**src/rtl/sram_pkg.sv**
```systemverilog
// Shared types and helpers for the clocked byte-addressable SRAM controller.
package sram_pkg;

  typedef enum logic {
    CLEAR = 1'b0,
    RUN   = 1'b1
  } state_t;

  localparam int unsigned RD_LAT_MAX = 4;
  localparam int unsigned BE_W_MAX   = 64;
  localparam int unsigned DATA_W_MAX = BE_W_MAX * 8;

  // Expand one enable bit per byte into a full bit mask (caller truncates to DATA_W).
  function automatic logic [DATA_W_MAX-1:0] be_to_mask(input logic [BE_W_MAX-1:0] be);
    logic [DATA_W_MAX-1:0] m;
    m = '0;
    for (int i = 0; i < BE_W_MAX; i++) m[8*i +: 8] = {8{be[i]}};
    return m;
  endfunction

endpackage

```
**src/rtl/sram_rd_pipe.sv**
```systemverilog
// Fixed-latency read response pipeline carrying {valid, data, err}; flushed by rst.
module sram_rd_pipe
  import sram_pkg::*;
#(
  parameter int unsigned DATA_W = 32,
  parameter int unsigned RD_LAT = 1
) (
  input  logic              clk,
  input  logic              rst,
  input  logic              in_valid,
  input  logic [DATA_W-1:0] in_data,
  input  logic              in_err,
  output logic              out_valid,
  output logic [DATA_W-1:0] out_data,
  output logic              out_err
);

  localparam int unsigned LAT = (RD_LAT < 1) ? 1 :
                                (RD_LAT > RD_LAT_MAX) ? RD_LAT_MAX : RD_LAT;

  logic [LAT-1:0]    v;
  logic [LAT-1:0]    e;
  logic [DATA_W-1:0] d [LAT];

  // Idle slots carry zero data/err so the outputs hold 0 between responses.
  always_ff @(posedge clk or posedge rst) begin
    if (rst) begin
      v <= '0;
      e <= '0;
      for (int i = 0; i < LAT; i++) d[i] <= '0;
    end else begin
      v[0] <= in_valid;
      e[0] <= in_valid & in_err;
      d[0] <= in_valid ? in_data : '0;
      for (int i = 1; i < LAT; i++) begin
        v[i] <= v[i-1];
        e[i] <= e[i-1];
        d[i] <= d[i-1];
      end
    end
  end

  assign out_valid = v[LAT-1];
  assign out_err   = e[LAT-1];
  assign out_data  = d[LAT-1];

endmodule

```
**src/rtl/sram_ctrl.sv**
```systemverilog
// Single-port byte-addressable SRAM with valid/ready requests, zero-init and masked reads.
module sram_ctrl
  import sram_pkg::*;
#(
  parameter int unsigned DATA_W    = 32,
  parameter int unsigned ADDR_W    = 7,
  parameter int unsigned DEPTH     = 128,
  parameter int unsigned RD_LAT    = 1,
  parameter int unsigned INIT_ZERO = 1
) (
  input  logic                  clk,
  input  logic                  rst,
  input  logic                  req_valid,
  output logic                  req_ready,
  input  logic                  req_we,
  input  logic [ADDR_W-1:0]     req_addr,
  input  logic [DATA_W/8-1:0]   req_be,
  input  logic [DATA_W-1:0]     req_wdata,
  output logic                  rsp_valid,
  output logic [DATA_W-1:0]     rsp_rdata,
  output logic                  rsp_err,
  output logic                  init_done
);

  localparam int unsigned IDX_W = (DEPTH > 1) ? $clog2(DEPTH) : 1;
  localparam int unsigned CNT_W = $clog2(DEPTH) + 1;
  localparam int unsigned CMP_W = ADDR_W + 1;

  state_t            state, state_nxt;
  logic [CNT_W-1:0]  cnt, cnt_nxt;
  logic              clr_en;
  logic              accept;
  logic              in_range;
  logic [IDX_W-1:0]  idx;
  logic [DATA_W-1:0] mask;
  logic [DATA_W-1:0] rd_word;
  logic [DATA_W-1:0] rd_data;
  logic [DATA_W-1:0] mem [DEPTH];

  // Request decode; the extra compare bit keeps DEPTH == 2**ADDR_W from wrapping.
  assign in_range = ({1'b0, req_addr} < CMP_W'(DEPTH));
  assign accept   = req_valid & req_ready & ~rst;
  assign idx      = IDX_W'(req_addr);
  assign mask     = DATA_W'(be_to_mask(BE_W_MAX'(req_be)));
  assign rd_word  = mem[idx];
  assign rd_data  = in_range ? (rd_word & mask) : '0;

  always_comb begin
    state_nxt = state;
    cnt_nxt   = cnt;
    clr_en    = 1'b0;
    unique case (state)
      CLEAR: begin
        clr_en  = 1'b1;
        cnt_nxt = cnt + CNT_W'(1);
        if (cnt == CNT_W'(DEPTH - 1)) begin
          state_nxt = RUN;
          cnt_nxt   = '0;
        end
      end
      RUN:     state_nxt = RUN;
      default: state_nxt = RUN;
    endcase
  end

  always_ff @(posedge clk or posedge rst) begin
    if (rst) begin
      state     <= (INIT_ZERO != 0) ? CLEAR : RUN;
      cnt       <= '0;
      req_ready <= 1'b0;
      init_done <= 1'b0;
    end else begin
      state     <= state_nxt;
      cnt       <= cnt_nxt;
      req_ready <= (state_nxt == RUN);
      init_done <= init_done | (state_nxt == RUN);
    end
  end

  // Array has no reset; rst only gates writes so an edge coinciding with rst commits nothing.
  always_ff @(posedge clk) begin
    if (clr_en && !rst) begin
      mem[IDX_W'(cnt)] <= '0;
    end else if (accept && req_we && in_range) begin
      mem[idx] <= (rd_word & ~mask) | (req_wdata & mask);
    end
  end

  sram_rd_pipe #(
    .DATA_W (DATA_W),
    .RD_LAT (RD_LAT)
  ) u_rd_pipe (
    .clk       (clk),
    .rst       (rst),
    .in_valid  (accept & ~req_we),
    .in_data   (rd_data),
    .in_err    (~in_range),
    .out_valid (rsp_valid),
    .out_data  (rsp_rdata),
    .out_err   (rsp_err)
  );

endmodule

```
**config.mk**
```make
export PLATFORM = sky130hd
export DESIGN_NAME = sram_ctrl
export DESIGN_NICKNAME = d
export VERILOG_FILES = /design/src/rtl/sram_pkg.sv /design/src/rtl/sram_rd_pipe.sv /design/src/rtl/sram_ctrl.sv
export SDC_FILE = /design/constraint.sdc
export NUM_CORES = 2
export LEC_CHECK = 0
export CORE_MARGIN = 3
export CORE_UTILIZATION = 50
export CTS_CLUSTER_DIAMETER = 120
export CTS_CLUSTER_SIZE = 16
export DETAILED_ROUTE_END_ITERATION = 8
export PLACE_DENSITY_LB_ADDON = 0.1
export SETUP_SLACK_MARGIN = 0.15
export SLEW_MARGIN = 20
export SYNTH_ARGS = -nofsm -noshare
export SYNTH_HDL_FRONTEND = slang
export SYNTH_SLANG_ARGS = --single-unit
```
**constraint.sdc**
```tcl
create_clock -name clk -period 5.5 [get_ports clk]
set_clock_uncertainty 0.1 [all_clocks]
set_input_delay 0.55 -clock clk [delete_from_list [all_inputs] [get_ports clk]]
set_output_delay 0.55 -clock clk [all_outputs]
set_load 0.01 [all_outputs]
```
==> results.sh <==
export IMPL_status="completed"
export IMPL_synth_cell_types=71
export IMPL_min_from="init_done$_DFF_PP0_"
export IMPL_worst_path_max_fanout=69
export IMPL_wire_per_inst_um=41.3
export IMPL_vias=80800
export IMPL_antenna_found_initial=30
export IMPL_cts_tree="done"
export IMPL_yosys_area_share_simple=0.0198
export IMPL_clock_fmax_mhz=214
export IMPL_insertion_delay_ns=0.96
export IMPL_worstReg2RegEnd="mem[17][30]$_DFFE_PP_"
export IMPL_cts_inserted_buffers=296
export IMPL_rsz0062_at_grt="no"
export IMPL_power_mw=56.5
export IMPL_ant_nets=0
export IMPL_critPathArrivalTime_ns=5.12
export IMPL_min_to="init_done$_DFF_PP0_"
export IMPL_whs_path_depth=1
export IMPL_cts_sinks=4139
export IMPL_r2r_cells=10
export IMPL_fin_area_sq_um=178000
export IMPL_finalHoldViolCount=0
export IMPL_fin_crit_sh=0.850
export IMPL_cp_startpoint="req_addr[0]"
export IMPL_drive_above_1_share=0.263
export IMPL_first_pass_iters=6
export IMPL_start_util=0.504
export IMPL_irDropWorstVdd_mv=0.291
export IMPL_io_pins=83
export IMPL_synth_seq_cells=4139
export IMPL_tns_ns=0
export IMPL_synthCells=7119
export IMPL_syn_area_sq_um=158000
export IMPL_reg2reg_from="mem[94][30]$_DFFE_PP_"
export IMPL_layout_commonest_cell="edfxtp_1"
export IMPL_place_gp_congestion=0.904
export IMPL_worstMarginPinSlew_ns=1.15
export IMPL_crit_required_ns=5.94
export IMPL_dpl_cell_area_sq_um=170000
export IMPL_crit_type="input pin to flop"
export IMPL_cap_violations=0
export IMPL_area_growth_syn_to_layout_pct=12.6
export IMPL_yosysSeqAreaShare=0.786
export IMPL_grt_pass1_wl_um=670000
export IMPL_synth_ff_type="edfxtp_1"
export IMPL_synth_xor_xnor_area_share=0.000333
export IMPL_synth_nets=7167
export IMPL_hp_class="flop to flop"
export IMPL_htree_levels=5
export IMPL_clock_path_buffers=4
export IMPL_max_slew_margin=0.235
export IMPL_finalSetupViolations=0
export IMPL_vias_per_cell=6.82
export IMPL_rows=205
export IMPL_fin_crit_ns=4.68
export IMPL_fp_dieH_um=568
export IMPL_io_buffers=81
export IMPL_whs_ns=0.394
export IMPL_dpl_hpwl_um=281000
export IMPL_clockRootBuffer="clkbuf_16"
export IMPL_drtIter0Drc=12700
export IMPL_syn_avg_cell_area_sq_um=22.2
export IMPL_final_cell_mix="edfxtp_1 (4096), mux4_2 (915), buf_4 (329)"
export IMPL_start_kind="input pin"
export IMPL_synth_warnings=0
export IMPL_clkSlewWorstSetupHoldPaths_ns=0.07
export IMPL_wl_um=489000
export IMPL_cts_setup_buffers=0
export IMPL_synth_top_family_by_area="multiplexers"
export IMPL_synth_compound_area_share=0.0324
export IMPL_synthAdderAreaFrac=0.0000792
export IMPL_slew_viol_final=0
export IMPL_async_flop_share=0.0104
export IMPL_core_area_sq_um=313000
export IMPL_grt_start_max_net_pins=129
export IMPL_regToRegSetupSlack_ns=1.26
export IMPL_leakagePower_nw=45.0
export IMPL_track_usage=0.302
export IMPL_finish_net_count=7679
export IMPL_grt_pass1_vias=79700
export IMPL_grt_overflow=0
export IMPL_power_density_nw_per_um2=318
export IMPL_drc=0
export IMPL_synth_area_mux_share=0.147
export IMPL_end_kind="flop"
export IMPL_synth_edff_count=4096
export IMPL_dieArea_sq_um=323000
export IMPL_die_x_um=568
[final cells by class]
type | instances | area (sq um)
flip-flops and latches | 4139 | 124000
well taps | 4140 | 5180
repair buffers | 614 | 7380
inverters | 7 | 28.8
fillers | 22900 | 135000
clock buffers | 350 | 7890
multi-input cells | 2573 | 33000
clock inverters | 12 | 174
diodes | 14 | 35.0
[registers in the layout (all words and copies together) (netlist names)]
signal               count
mem                   4096
u_rd_pipe.out_valid      1
u_rd_pipe.out_data      32
cnt                      8
init_done                1
state                    1
[what timing repair did]
| action | 4_1_cts | 5_1_grt |
|---|---|---|
| resized for setup | 0 | 0 |
| hold buffers | 1 | 0 |
| hold endpoints to repair | 14 | 0 |
[layer usage]
| layer | wire length, um | track usage | part of all wire |
|---|---|---|---|
| met3 | 50700 | 0.0620 | 0.10 |
| met5 | 181 | 0 | 0.00037 |
| met1 | 186000 | 0.428 | 0.38 |
| met4 | 25700 | 0.134 | 0.052 |
| met2 | 226000 | 0.460 | 0.46 |
[stage by stage]
stage,instances,setup WS (ns),util
final,11800,0.824,0.568
after global routing,11800,0.980,0.568
after detailed placement,11500,0.108,0.542
after global placement,11500,-0.411,0.542
after floorplan,7119,-1.01,-
after CTS,11800,1.07,0.568
[cell families after synthesis]
kind of cell / count (synthesis)
XOR/XNOR: 6
AO/OA/AOI/OAI: 722
multiplexers: 1171
flip-flops: 4139
AND/OR/NAND/NOR: 672
other: 1
adder cells (fa/ha/maj): 1
buffers and inverters: 407
[worst max path at each step]
stage	endpoint	slack, ns	cells after the start
2_1_floorplan	mem[0][21]$_DFFE_PP_	-1.01	11
3_3_place_gp	mem[18][30]$_DFFE_PP_	-0.41	11
3_5_place_dp	mem[19][30]$_DFFE_PP_	0.11	12
4_1_cts	mem[3][30]$_DFFE_PP_	1.07	12
5_1_grt	mem[22][30]$_DFFE_PP_	0.98	12
6_report	mem[17][30]$_DFFE_PP_	0.82	12
[where the power goes]
| group | internal (mW) | total [mW] | switching [mW] | leakage (nW) |
|---|---|---|---|---|
| Clock | 10.1 | 20.4 | 10.3 | 3.93 |
| Sequential | 34.1 | 34.1 | 0 | 29.0 |
| Combinational | 0.678 | 2.06 | 1.38 | 12.1 |
| Total | 44.9 | 56.5 | 11.7 | 45.0 |
[Yosys cell counts, types with 5 or more instances]
master,n,area (sq um)
mux2_2,21,236
or2_2,9,56.3
buf_4,59,443
nand3_1,85,425
mux2i_1,235,2350
nor2_1,222,833
clkbuf_1,140,526
a31o_2,6,52.6
or4_1,8,60.1
nor4_2,8,100
nor4_1,9,56.3
a32oi_1,7,61.3
a22o_1,18,158
edfxtp_1,4096,123000
o211a_1,8,80.1
nor2b_1,14,87.6
a22oi_1,243,1820
a41oi_1,18,158
nand2b_1,14,87.6
buf_2,126,631
dfrtp_1,43,1080
nand4b_1,8,70.1
and2_1,10,62.6
nand3b_1,10,75.1
buf_6,52,586
a221oi_1,49,429
a31oi_1,50,313
nand4_1,6,37.5
nor3_1,31,155
buf_1,18,67.6
o22ai_1,105,657
a21oi_1,60,300
o21ai_0,74,370
nand2_1,204,766
inv_1,5,18.8
mux4_2,915,20600
a21o_1,6,45.0
o221ai_1,39,342
and3_1,13,81.3
a311oi_1,6,52.6
o21ai_1,6,30.0
[critical path, stage by stage]
cell and delay [ns]:
buf_16 0.52, buf_12 0.37, mux4_2 0.56, o22ai_1 0.39
nor4_2 0.10, buf_4 0.19, buf_4 0.15, o21ai_0 0.64
buf_4 0.22, o21ai_0 0.38, a31o_4 0.39, buf_4 0.34
Note: power is estimated with default switching activity, not from simulation.
